[config.mk]
export PLATFORM = sky130hd
export DESIGN_NAME = spi_bus_port
export DESIGN_NICKNAME = d
export VERILOG_FILES = /design/src/rtl/spi_bus_port_pkg.sv /design/src/rtl/spi_bus_port_shifter.sv /design/src/rtl/spi_bus_port.sv
export SDC_FILE = /design/constraint.sdc
export NUM_CORES = 1
export LEC_CHECK = 0
export ABC_AREA = 1
export CORE_UTILIZATION = 34
export DETAILED_ROUTE_END_ITERATION = 8
export PLACE_DENSITY = 0.66
export SYNTH_ARGS = -nofsm -noshare
export SYNTH_HDL_FRONTEND = slang
export SYNTH_HIERARCHICAL = 1
export SYNTH_SLANG_ARGS = --single-unit
export TNS_END_PERCENT = 30
[constraint.sdc]
create_clock -name C7M -period 3.15 [get_ports C7M]
set_clock_uncertainty 0.1 [all_clocks]
set_input_delay 0.315 -clock C7M [delete_from_list [all_inputs] [get_ports C7M]]
set_output_delay 0.315 -clock C7M [all_outputs]
set_load 0.05 [all_outputs]
[src/rtl/spi_bus_port_pkg.sv]
// Shared definitions for spi_bus_port: register offsets, CTRL bit positions,
// bus and shifter state encodings, and the CTRL read-word builder.
package spi_bus_port_pkg;

   localparam logic [1:0] REG_DATA = 2'b00;
   localparam logic [1:0] REG_CTRL = 2'b01;

   localparam int CTRL_CS       = 0;
   localparam int CTRL_DIV_LSB  = 1;
   localparam int CTRL_IRQ_EN   = 5;
   localparam int CTRL_IRQ_PEND = 14;
   localparam int CTRL_BUSY     = 15;

   typedef enum logic [1:0] {B_IDLE, B_WAIT, B_ACK, B_HOLD} bus_state_t;
   typedef enum logic [1:0] {S_IDLE, S_RUN, S_DONE} spi_state_t;

   function automatic logic [15:0] ctrl_word(input logic busy, input logic pend,
                                             input logic irq_en, input logic [3:0] div,
                                             input logic cs);
      logic [15:0] w;
      w = '0;
      w[CTRL_BUSY]            = busy;
      w[CTRL_IRQ_PEND]        = pend;
      w[CTRL_IRQ_EN]          = irq_en;
      w[CTRL_DIV_LSB +: 4]    = div;
      w[CTRL_CS]              = cs;
      return w;
   endfunction

endpackage

[src/rtl/spi_bus_port_shifter.sv]
// Mode-0 SPI byte shifter: programmable half-period divider, MSB-first,
// MISO sampled on SCK rise, MOSI advanced on SCK fall.
module spi_bus_port_shifter
   import spi_bus_port_pkg::*;
(
   input  logic       i_clk,
   input  logic       i_rst_n,
   input  logic       i_start,
   input  logic [7:0] i_tx,
   input  logic [3:0] i_div,
   input  logic       i_miso,
   output logic       o_busy,
   output logic       o_done,
   output logic [7:0] o_rx,
   output logic       o_sck,
   output logic       o_mosi,
   output spi_state_t o_state
);

   // Handshake: i_start is taken only while o_busy is low; o_busy rises on
   // the same edge that accepts it and falls with o_done, when o_rx is valid.
   spi_state_t r_state;
   spi_state_t w_next;
   logic [3:0] r_div_cnt;
   logic [2:0] r_bit_cnt;
   logic [7:0] r_tx_sh;
   logic [7:0] r_rx_sh;
   logic [7:0] r_rx;
   logic       r_sck;
   logic       w_tick;
   logic       w_last_fall;

   assign w_tick      = (r_div_cnt == i_div);
   assign w_last_fall = (r_state == S_RUN) && w_tick && r_sck && (r_bit_cnt == 3'd7);

   always_ff @(posedge i_clk or negedge i_rst_n) begin
      if (!i_rst_n) r_state <= S_IDLE;
      else          r_state <= w_next;
   end

   always_comb begin
      w_next = r_state;
      case (r_state)
         S_IDLE:  if (i_start) w_next = S_RUN;
         S_RUN:   if (w_last_fall) w_next = S_DONE;
         S_DONE:  w_next = S_IDLE;
         default: w_next = S_IDLE;
      endcase
   end

   always_ff @(posedge i_clk or negedge i_rst_n) begin
      if (!i_rst_n) begin
         r_div_cnt <= '0;
         r_bit_cnt <= '0;
         r_tx_sh   <= '0;
         r_rx_sh   <= '0;
         r_rx      <= '0;
         r_sck     <= 1'b0;
      end else begin
         case (r_state)
            S_IDLE: begin
               if (i_start) begin
                  r_tx_sh   <= i_tx;
                  r_div_cnt <= '0;
                  r_bit_cnt <= '0;
                  r_sck     <= 1'b0;
               end
            end
            S_RUN: begin
               if (w_tick) begin
                  r_div_cnt <= '0;
                  r_sck     <= !r_sck;
                  if (!r_sck) begin
                     r_rx_sh <= {r_rx_sh[6:0], i_miso};
                  end else begin
                     r_tx_sh   <= {r_tx_sh[6:0], 1'b0};
                     r_bit_cnt <= r_bit_cnt + 3'd1;
                  end
               end else begin
                  r_div_cnt <= r_div_cnt + 4'd1;
               end
            end
            S_DONE:  r_rx <= r_rx_sh;
            default: ;
         endcase
      end
   end

   assign o_busy  = (r_state != S_IDLE);
   assign o_done  = (r_state == S_DONE);
   assign o_rx    = r_rx;
   assign o_sck   = r_sck;
   assign o_mosi  = r_tx_sh[7];
   assign o_state = r_state;

endmodule

[src/rtl/spi_bus_port.sv]
// 68000 bus responder for a byte-wide SPI master in a Z2 I/O window.
// Optional transfer-done interrupt is built when SPI_IRQ_EN is defined.
module spi_bus_port
   import spi_bus_port_pkg::*;
#(
   parameter logic [7:0] BASE_ADDR   = 8'hE9,
   parameter int         WAIT_STATES = 1
)(
   input  logic        C7M,
   input  logic        RESET_n,
   input  logic [7:0]  A_HIGH,
   input  logic [1:0]  A_LOW,
   input  logic        AS_CPU_n,
   input  logic        UDS_n,
   input  logic        LDS_n,
   input  logic        RW_n,
   input  logic [15:0] D_IN,
   output logic [15:0] D_OUT,
   output logic        D_OE,
   output logic        DTACK_n,
   output logic        ACCESS,
   output logic        SPI_CS_n,
   output logic        SPI_SCK,
   output logic        SPI_MOSI,
   input  logic        SPI_MISO,
   output logic        IRQ_n,
   output logic [3:0]  o_dbg_state
);

   bus_state_t  r_bus_state;
   bus_state_t  w_bus_next;
   spi_state_t  w_spi_state;
   logic        r_as_m, r_as_s, r_uds_m, r_uds_s, r_lds_m, r_lds_s;
   logic [2:0]  r_cnt;
   logic        r_cs;
   logic [3:0]  r_div;
   logic [15:0] r_dout;
   logic        w_match, w_write, w_strobe, w_wait_done, w_go, w_latch, w_acked;
   logic        w_wr_data, w_wr_ctrl, w_rd_ctrl;
   logic        w_busy, w_done;
   logic [7:0]  w_rx;
   logic        w_irq_en, w_irq_pend;
   logic        w_unused_bits;

   always_ff @(posedge C7M or negedge RESET_n) begin
      if (!RESET_n) begin
         {r_as_m, r_as_s, r_uds_m, r_uds_s, r_lds_m, r_lds_s} <= 6'b111111;
      end else begin
         r_as_m  <= AS_CPU_n;  r_as_s  <= r_as_m;
         r_uds_m <= UDS_n;     r_uds_s <= r_uds_m;
         r_lds_m <= LDS_n;     r_lds_s <= r_lds_m;
      end
   end

   assign w_match     = !r_as_s && (A_HIGH == BASE_ADDR);
   assign w_write     = !RW_n;
   assign w_strobe    = !r_uds_s || !r_lds_s;
   assign w_wait_done = (r_cnt == 3'(WAIT_STATES));
   // A write is only acknowledged once a data strobe has arrived and the shifter is free.
   assign w_go        = w_wait_done && (!w_write || (w_strobe && !w_busy));
   assign w_acked     = (r_bus_state == B_ACK) || (r_bus_state == B_HOLD);

   always_ff @(posedge C7M or negedge RESET_n) begin
      if (!RESET_n) r_bus_state <= B_IDLE;
      else          r_bus_state <= w_bus_next;
   end

   always_comb begin
      w_bus_next = r_bus_state;
      w_latch    = 1'b0;
      case (r_bus_state)
         B_IDLE: if (w_match) w_bus_next = B_WAIT;
         B_WAIT: begin
            if (r_as_s) begin
               w_bus_next = B_IDLE;
            end else if (w_go) begin
               w_bus_next = B_ACK;
               w_latch    = 1'b1;
            end
         end
         B_ACK:   w_bus_next = B_HOLD;
         B_HOLD:  if (r_as_s) w_bus_next = B_IDLE;
         default: w_bus_next = B_IDLE;
      endcase
   end

   always_ff @(posedge C7M or negedge RESET_n) begin
      if (!RESET_n)                                    r_cnt <= '0;
      else if (r_bus_state != B_WAIT)                  r_cnt <= '0;
      else if (!w_wait_done)                           r_cnt <= r_cnt + 3'd1;
   end

   assign w_wr_data = w_latch && w_write && !r_lds_s && (A_LOW == REG_DATA);
   assign w_wr_ctrl = w_latch && w_write && !r_lds_s && (A_LOW == REG_CTRL);
   assign w_rd_ctrl = w_latch && !w_write && (A_LOW == REG_CTRL);

   always_ff @(posedge C7M or negedge RESET_n) begin
      if (!RESET_n) begin
         r_cs   <= 1'b0;
         r_div  <= 4'hF;
         r_dout <= '0;
      end else begin
         if (w_wr_ctrl) begin
            r_cs  <= D_IN[CTRL_CS];
            r_div <= D_IN[CTRL_DIV_LSB +: 4];
         end
         if (w_latch && !w_write) begin
            case (A_LOW)
               REG_DATA: r_dout <= {8'h00, w_rx};
               REG_CTRL: r_dout <= ctrl_word(w_busy, w_irq_pend, w_irq_en, r_div, r_cs);
               default:  r_dout <= 16'h0000;
            endcase
         end
      end
   end

`ifdef SPI_IRQ_EN
   logic r_irq_en, r_irq_pend;

   always_ff @(posedge C7M or negedge RESET_n) begin
      if (!RESET_n) begin
         r_irq_en   <= 1'b0;
         r_irq_pend <= 1'b0;
      end else begin
         if (w_wr_ctrl) r_irq_en <= D_IN[CTRL_IRQ_EN];
         // Completion outranks a coincident CTRL read so no interrupt is lost.
         if (w_done && r_irq_en) r_irq_pend <= 1'b1;
         else if (w_rd_ctrl)     r_irq_pend <= 1'b0;
      end
   end

   assign w_irq_en      = r_irq_en;
   assign w_irq_pend    = r_irq_pend;
   assign IRQ_n         = !r_irq_pend;
   assign w_unused_bits = &{1'b0, D_IN[15:8], D_IN[7:6]};
`else
   assign w_irq_en      = 1'b0;
   assign w_irq_pend    = 1'b0;
   assign IRQ_n         = 1'b1;
   assign w_unused_bits = &{1'b0, D_IN[15:8], D_IN[7:5], w_done, w_rd_ctrl};
`endif

   spi_bus_port_shifter u_shifter (
      .i_clk   (C7M),
      .i_rst_n (RESET_n),
      .i_start (w_wr_data),
      .i_tx    (D_IN[7:0]),
      .i_div   (r_div),
      .i_miso  (SPI_MISO),
      .o_busy  (w_busy),
      .o_done  (w_done),
      .o_rx    (w_rx),
      .o_sck   (SPI_SCK),
      .o_mosi  (SPI_MOSI),
      .o_state (w_spi_state)
   );

   // Raw AS gates DTACK/D_OE so the CPU sees release without synchroniser lag.
   assign DTACK_n     = !(w_acked && !AS_CPU_n);
   assign D_OE        = RW_n && w_acked && !AS_CPU_n;
   assign D_OUT       = r_dout;
   assign ACCESS      = (r_bus_state != B_IDLE);
   assign SPI_CS_n    = !r_cs;
   assign o_dbg_state = {w_spi_state, r_bus_state};

endmodule

==> results.py, run 1 <==
metrics = {
    "die": {
        "core_region_area_sq_um": 8260,
        "io_pins": 60,
        "initial_core_util": 0.353,
        "die_h_um": 94.6,
        "rows": 33,
        "die_w_um": 94.6,
        "die_area_sq_um": 8950,
    },
    "power": {
        "power_frac_comb": 0.330,
        "p_leak_nw": 1.74,
        "cellPowerDensity_nw_per_um2": 795,
        "p_sw_mw": 1.07,
        "ir_worst_vdd_mv": 0.407,
        "power_frac_clock": 0.293,
        "seqPwrFrac": 0.377,
        "switching_share": 0.373,
        "power.internal_mw": 1.80,
    },
    "timing": {
        "postLayoutSetupSlackWorst_ps": 756,
        "rsz0062_at_grt": "false",
        "worst_pin_slew_ps": 1030,
        "finalCritPeriodShare": 0.760,
        "fmax_mhz": 418,
        "max_slew_margin": 0.313,
        "final.setup.tns_ps": 0,
        "finalSetupViolations": 0,
        "holdWs_ps": 54.0,
        "fin_crit_ps": 2390,
        "hold_viol": 0,
        "slew_viol_final": 0,
    },
    "setup_path": {
        "crit_slowest_cell": "clkdlybuf4s50_1",
        "cpPeakStageDelay_ps": 800,
        "start_kind": "register",
        "ff2ff_path_depth": 12,
        "crit_fanout": 4,
        "r2r_setup_slack_ps": 810,
        "critPathRequiredTime_ps": 2730,
        "cp_data_arrival_time_ps": 1980,
        "rr_endpoint": "u_shifter/r_bit_cnt[1]$_DFFE_PN0P_",
        "end_kind": "output pin",
        "r2r_start": "u_shifter/o_state[1]$_DFFE_PN0P_",
        "path_class": "register to output pin",
        "crit_end": "D_OE",
        "crit_chain": "inv_2 -> or2_2 -> nor2_1 -> clkdlybuf4s50_1",
    },
    "route": {
        "wirelength_um": 5770,
        "final_antenna_net_count": 0,
        "drc_errors": 0,
        "vias": 2236,
        "drt_iter0_markers": 163,
        "wire_per_inst_um": 11.6,
        "drtPass1Iterations": 4,
        "viasPerCell": 4.50,
    },
    "yosys": {
        "syn_inst": 341,
        "synthTopCellsByArea": "dfrtp_1 42%, nand2_1 16%, dfstp_2 9.0%, inv_1 4.2%, o21ai_2 2.7%",
        "yosys.area.top_type": "dfrtp_1",
        "synth-edff-count": 0,
        "synth_flop_cell": "dfrtp_1",
        "ys_ff_latch": 59,
        "async_flop_share": 1.00,
        "synth_top_area_frac": 0.421,
        "seq_area_frac_synth": 0.511,
        "synthesis.area_sq_um": 2920,
        "synth.avg_cell_area_sq_um": 8.55,
        "yosysMostFrequentCell": "nand2_1",
        "ys_warn_count": 6,
        "synth.distinct_cells": 32,
        "synth_common_cells": "128 x nand2_1, 49 x dfrtp_1, 33 x inv_1, 12 x nand3_1, 12 x nand4_1",
    },
    "cts": {
        "clk_pin_slew_ps": 70,
        "insertion_delay_ps": 340,
        "numCtsBuffers": 9,
        "cts_tree": "yes",
        "cts_buffer_depth": 2,
        "clockRootBuffer": "clkbuf_8",
        "htreeDepth": 3,
        "cts_hold_buf": 0,
        "cts_resized": 0,
        "cts_setup_buffers": 0,
        "cts_num_sinks": 59,
    },
    "final_layout": {
        "drive_above_1_share": 0.158,
        "areaGrowthSynthToFinish_pct": 23.9,
        "nFillCells": 822,
        "final_util": 0.437,
        "final_cells": 497,
        "diodes": 0,
        "seq_area_sq_um": 1490,
        "final_nets": 425,
        "multiInputGateArea_sq_um": 1150,
    },
    "global_route": {
        "antenna_found_initial": 0,
        "grt_pass1_vias": 2102,
        "grt_max_degree": 49,
        "grtUsageTotal": 0.141,
        "grt_pass1_wl_um": 9520,
        "overflow": 0,
    },
    "placement": {
        "io_buffer_count": 43,
        "dp_cells": 481,
        "preCtsSetupSlack_ps": 738,
        "dp_hpwl_um": 4160,
        "routabilityCongestion": 0.817,
    },
    "run_status": {
        "outcome": "complete, no violations",
    },
    "run": {
        "cap_violations": 0,
    },
    "worst_hold_path": {
        "hold_path_class": "input pin to asynchronous set/reset pin",
    },
}
-- final cells by class --
type	count	area share
Clock buffer	11	0.0391
Tap cell	105	0.0364
Clock inverter	5	0.0277
Inverter	41	0.0433
Multi-Input combinational cell	231	0.319
Timing Repair Buffer	45	0.122
Sequential cell	59	0.412
-- metal layers --
| metal | track usage | part of all wire | routed length [um] | up-vias |
|---|---|---|---|---|
| li1 | - | - | - | 1144 |
| met1 | 0.169 | 0.45 | 2620 | 1031 |
| met2 | 0.225 | 0.47 | 2690 | 50 |
| met3 | 0.0370 | 0.059 | 343 | 11 |
| met4 | 0.0846 | 0.020 | 115 | 0 |
| met5 | 0 | 0 | 0 | - |
-- critical path: cells and delay by family, from the launching register on --
family / cells / cell delay, ps
and+or+nand+nor: 2 / 370
buffers and inverters: 2 / 870
DFF: 1 / 390
-- per-stage QoR --
| stage | total power, mW | instance area [sq um] |
|---|---|---|
| after global placement | 2.02 | 3370 |
| after detailed placement | 2.05 | 3370 |
| after global routing | 3.05 | 3610 |
| after floorplan | 1.80 | 2940 |
| after CTS | 2.90 | 3610 |
| final | 2.87 | 3610 |
-- kinds of logic (layout without fill, tap and decap cells) --
| family | count (synthesis) | after routing | share of synthesized area |
|---|---|---|---|
| fa+ha+maj | 5 | 5 | 0.0215 |
| simple gates | 181 | 181 | 0.281 |
| flops | 59 | 59 | 0.511 |
| other cells | 2 | 8 | 0.00258 |
| buf+inv | 57 | 102 | 0.101 |
| compound gates | 34 | 34 | 0.0743 |
| xor+xnor | 3 | 3 | 0.00901 |
-- registers in the layout, indices dropped and copies added (netlist names), named ones only --
register and count:
r_lds_m 1, r_cs 1, r_div 4, r_as_s 1, u_shifter/r_rx_sh 8, u_shifter/o_rx 8, u_shifter/o_state 2, u_shifter/o_sck 1
u_shifter/r_bit_cnt 3, r_as_m 1, r_cnt 3, u_shifter/r_div_cnt 4, r_bus_state 1, r_lds_s 1, r_uds_s 1, u_shifter/r_tx_sh 8
r_uds_m 1, D_OUT 9
-- how the worst min path moves through the flow --
stage,cells after the start,slack [ps],end
2_1_floorplan,0,-80,D_OUT[0]$_DFFE_PN0P_
3_3_place_gp,0,250,r_as_s$_DFF_PN1_
3_5_place_dp,0,250,r_lds_s$_DFF_PN1_
4_1_cts,1,80,r_cnt[2]$_DFFE_PN0P_
5_1_grt,1,130,r_cnt[2]$_DFFE_PN0P_
6_report,1,50,r_cnt[2]$_DFFE_PN0P_
-- placed cells by master, fill, tap and decap left out, types with 3 or more instances in the layout --
| cell type | Yosys | final |
|---|---|---|
| nor2_2 | 3 | 3 |
| nand2_1 | 128 | 128 |
| nand2_2 | 4 | 4 |
| clkbuf_8 | 1 | 10 |
| dfstp_2 | 10 | 10 |
| a21oi_1 | 6 | 6 |
| nor2_1 | 10 | 10 |
| o21ai_1 | 6 | 6 |
| ha_1 | 5 | 5 |
| inv_2 | 7 | 7 |
| inv_1 | 33 | 33 |
| o21ai_0 | 11 | 11 |
| conb_1 | 2 | 8 |
| nand4_1 | 12 | 12 |
| bufinv_16 | 0 | 3 |
| dfrtp_1 | 49 | 49 |
| nor3_1 | 3 | 3 |
| clkdlybuf4s50_1 | 0 | 42 |
| nand3_1 | 12 | 12 |
| o21ai_2 | 9 | 9 |
-- power groups by stage --
stage | registers, mW | logic [mW] | clock network [mW]
6_report | 1.08 | 0.948 | 0.841
5_1_grt | 1.11 | 1.05 | 0.890
4_1_cts | 1.08 | 0.956 | 0.861
3_5_place_dp | 1.10 | 0.951 | 0
3_3_place_gp | 1.09 | 0.930 | 0
2_1_floorplan | 1.20 | 0.601 | 0
No activity file was read; power rests on OpenSTA's default activity.
==> run 2, diff against run 1 <==
Settings changed: PLACE_DENSITY 0.66 to 0.68.
Clock period 3.15 ns to 2.1 ns, I/O delays scaled along.
==> run 2 against run 1 <==
  * Setup slack worse by 670 ps
  * Flip-flop and latch count unchanged
  * Combinational power is 58% higher
  * Final cell count grew 2.6%
  * Critical endpoint is now SPI_SCK
  * Die area is the same
  * Cell area up 2.9%
  * Sequential share of layout area is 1.2 points lower
  * Global-route usage is 0.42 points higher
  * Non-clock buffer count grew 13
  * Critical path depth down 3
  * Largest cell class unchanged
==> results.py, run 2 (synthesis gave the netlist of run 1 again) <==
metrics = {
    "cts": {
        "cts_buffer_depth": 2,
        "cts_num_sinks": 59,
        "htreeDepth": 3,
        "numCtsBuffers": 9,
        "insertion_delay_ps": 330,
        "clockRootBuffer": "clkbuf_8",
        "clk_pin_slew_ps": 70,
        "cts_tree": "yes",
    },
    "setup_path": {
        "critPathLaunch": "u_shifter/o_sck$_DFFE_PN0P_",
        "r2r_start": "u_shifter/o_state[1]$_DFFE_PN0P_",
        "end_kind": "output pin",
        "critPathRequiredTime_ps": 1790,
        "cp_data_arrival_time_ps": 1710,
        "crit_slowest_cell": "clkdlybuf4s50_1",
        "start_kind": "register",
        "crit_chain": "clkdlybuf4s50_1",
        "cpPeakStageDelay_ps": 870,
        "cp_num_buf_inv": 1,
        "path_class": "register to output pin",
        "crit_fanout": 7,
        "critical_path.top_delay_family": "buffers and inverters",
    },
    "route": {
        "final_antenna_net_count": 0,
        "wire_per_inst_um": 11.7,
        "viasPerCell": 4.51,
        "drc_errors": 0,
        "drt_iter0_markers": 124,
        "vias": 2299,
        "wirelength_um": 5960,
        "drtPass1Iterations": 4,
    },
    "placement": {
        "dp_hpwl_um": 4350,
        "dp_cells": 493,
        "io_buffer_count": 43,
        "placed_area_sq_um": 3480,
        "routabilityCongestion": 0.838,
    },
    "power": {
        "power_frac_clock": 0.255,
        "p_sw_mw": 1.66,
        "seqPwrFrac": 0.386,
        "p_total_mw": 4.20,
        "power_frac_comb": 0.358,
        "power.internal_mw": 2.54,
        "ir_worst_vdd_mv": 0.376,
        "p_leak_nw": 1.80,
        "cellPowerDensity_nw_per_um2": 1130,
        "switching_share": 0.396,
    },
    "final_layout": {
        "final_cells": 510,
        "final_nets": 438,
        "layout_commonest_cell": "nand2_1",
        "diodes": 0,
        "layout_common_cells": "127 x nand2_1, 49 x dfrtp_1, 39 x clkdlybuf4s50_1",
        "final_area_sq_um": 3720,
        "drive_above_1_share": 0.200,
        "largest_register_ffs": 9,
        "areaGrowthSynthToFinish_pct": 27.5,
    },
    "die": {
        "rows": 33,
        "die_w_um": 94.6,
        "initial_core_util": 0.353,
        "io_pins": 60,
        "die_h_um": 94.6,
        "core_region_area_sq_um": 8260,
        "die_area_sq_um": 8950,
    },
    "timing": {
        "rsz0062_at_grt": "false",
        "finalSetupViolations": 0,
        "finalCritPeriodShare": 0.960,
        "fin_crit_ps": 2020,
        "fmax_mhz": 496,
        "slew_viol_final": 0,
        "worst_pin_slew_ps": 515,
        "max_slew_margin": 0.656,
        "hold_viol": 0,
        "final.setup.tns_ps": 0,
    },
    "global_route": {
        "grt_pass1_vias": 2258,
        "grtUsageTotal": 0.145,
        "overflow": 0,
        "grt_pass1_wl_um": 9970,
        "grt_max_degree": 40,
        "antenna_found_initial": 0,
    },
    "worst_hold_path": {
        "hold_start": "UDS_n",
        "hold_path_class": "input pin to register",
    },
    "run_status": {
        "outcome": "complete, no violations",
    },
    "run": {
        "cap_violations": 0,
    },
}
## run 2: per-layer routing
metal  routed length, um  GRT usage  up-vias
met5                   0          0        -
met4                  61     0.0518        0
met3                 320     0.0435        7
met2                2880      0.248       42
met1                2700      0.171     1078
li1                    -          -     1172
## run 2: power groups by stage
stage,Combinational [mW],Sequential [mW],Clock (mW)
3_3_place_gp,1.47,1.62,0
4_1_cts,1.52,1.62,1.11
3_5_place_dp,1.51,1.64,0
5_1_grt,1.68,1.65,1.16
6_report,1.50,1.62,1.07
2_1_floorplan,0.902,1.80,0
## run 2: area by class of cell
| cell class | count | area (sq um) |
|---|---|---|
| fillers | 815 | 4540 |
| flip-flops and latches | 59 | 1490 |
| multi-input cells | 231 | 1170 |
| repair buffers | 58 | 563 |
| inverters | 41 | 156 |
| clock buffers | 10 | 138 |
| well taps | 105 | 131 |
| clock inverters | 6 | 72.6 |
## run 2: metrics by stage
stage	hold WS [ps]	setup slack, ps	utilization
2_1_floorplan	-186	11.1	-
3_3_place_gp	91.6	135	0.422
3_5_place_dp	106	101	0.422
4_1_cts	166	45.7	0.448
5_1_grt	161	1.09	0.450
6_report	177	84.9	0.450
## run 2: what timing repair did
action                                  4_1_cts  5_1_grt
resized for setup                             0        4
endpoints found under the hold margin        14        0
buffers inserted                              0        0
endpoints found under the setup margin        0       17
hold buffers                                  1        0
## run 2: worst paths after layout
| path | to | slack (ps) | cells after the start |
|---|---|---|---|
| worst max-delay path | SPI_SCK | 80 | 1 |
| worst min-delay path | r_uds_m$_DFF_PN1_ | 180 | 1 |
| worst min register to register | r_lds_s$_DFF_PN1_ | 260 | 0 |
| worst max register to register | u_shifter/r_tx_sh[4]$_DFFE_PN0P_ | 210 | 12 |
| max in group asynchronous | r_div[3]$_DFFE_PN1P_ | 960 | 3 |
| min in group asynchronous | D_OUT[5]$_DFFE_PN0P_ | 280 | 2 |
==> run 3, diff against run 2 <==
Settings changed: HOLD_SLACK_MARGIN from default to 0.15.
==> results of run 3 <==
No change in the layout: final DEF, timing and power equal those of run 2.
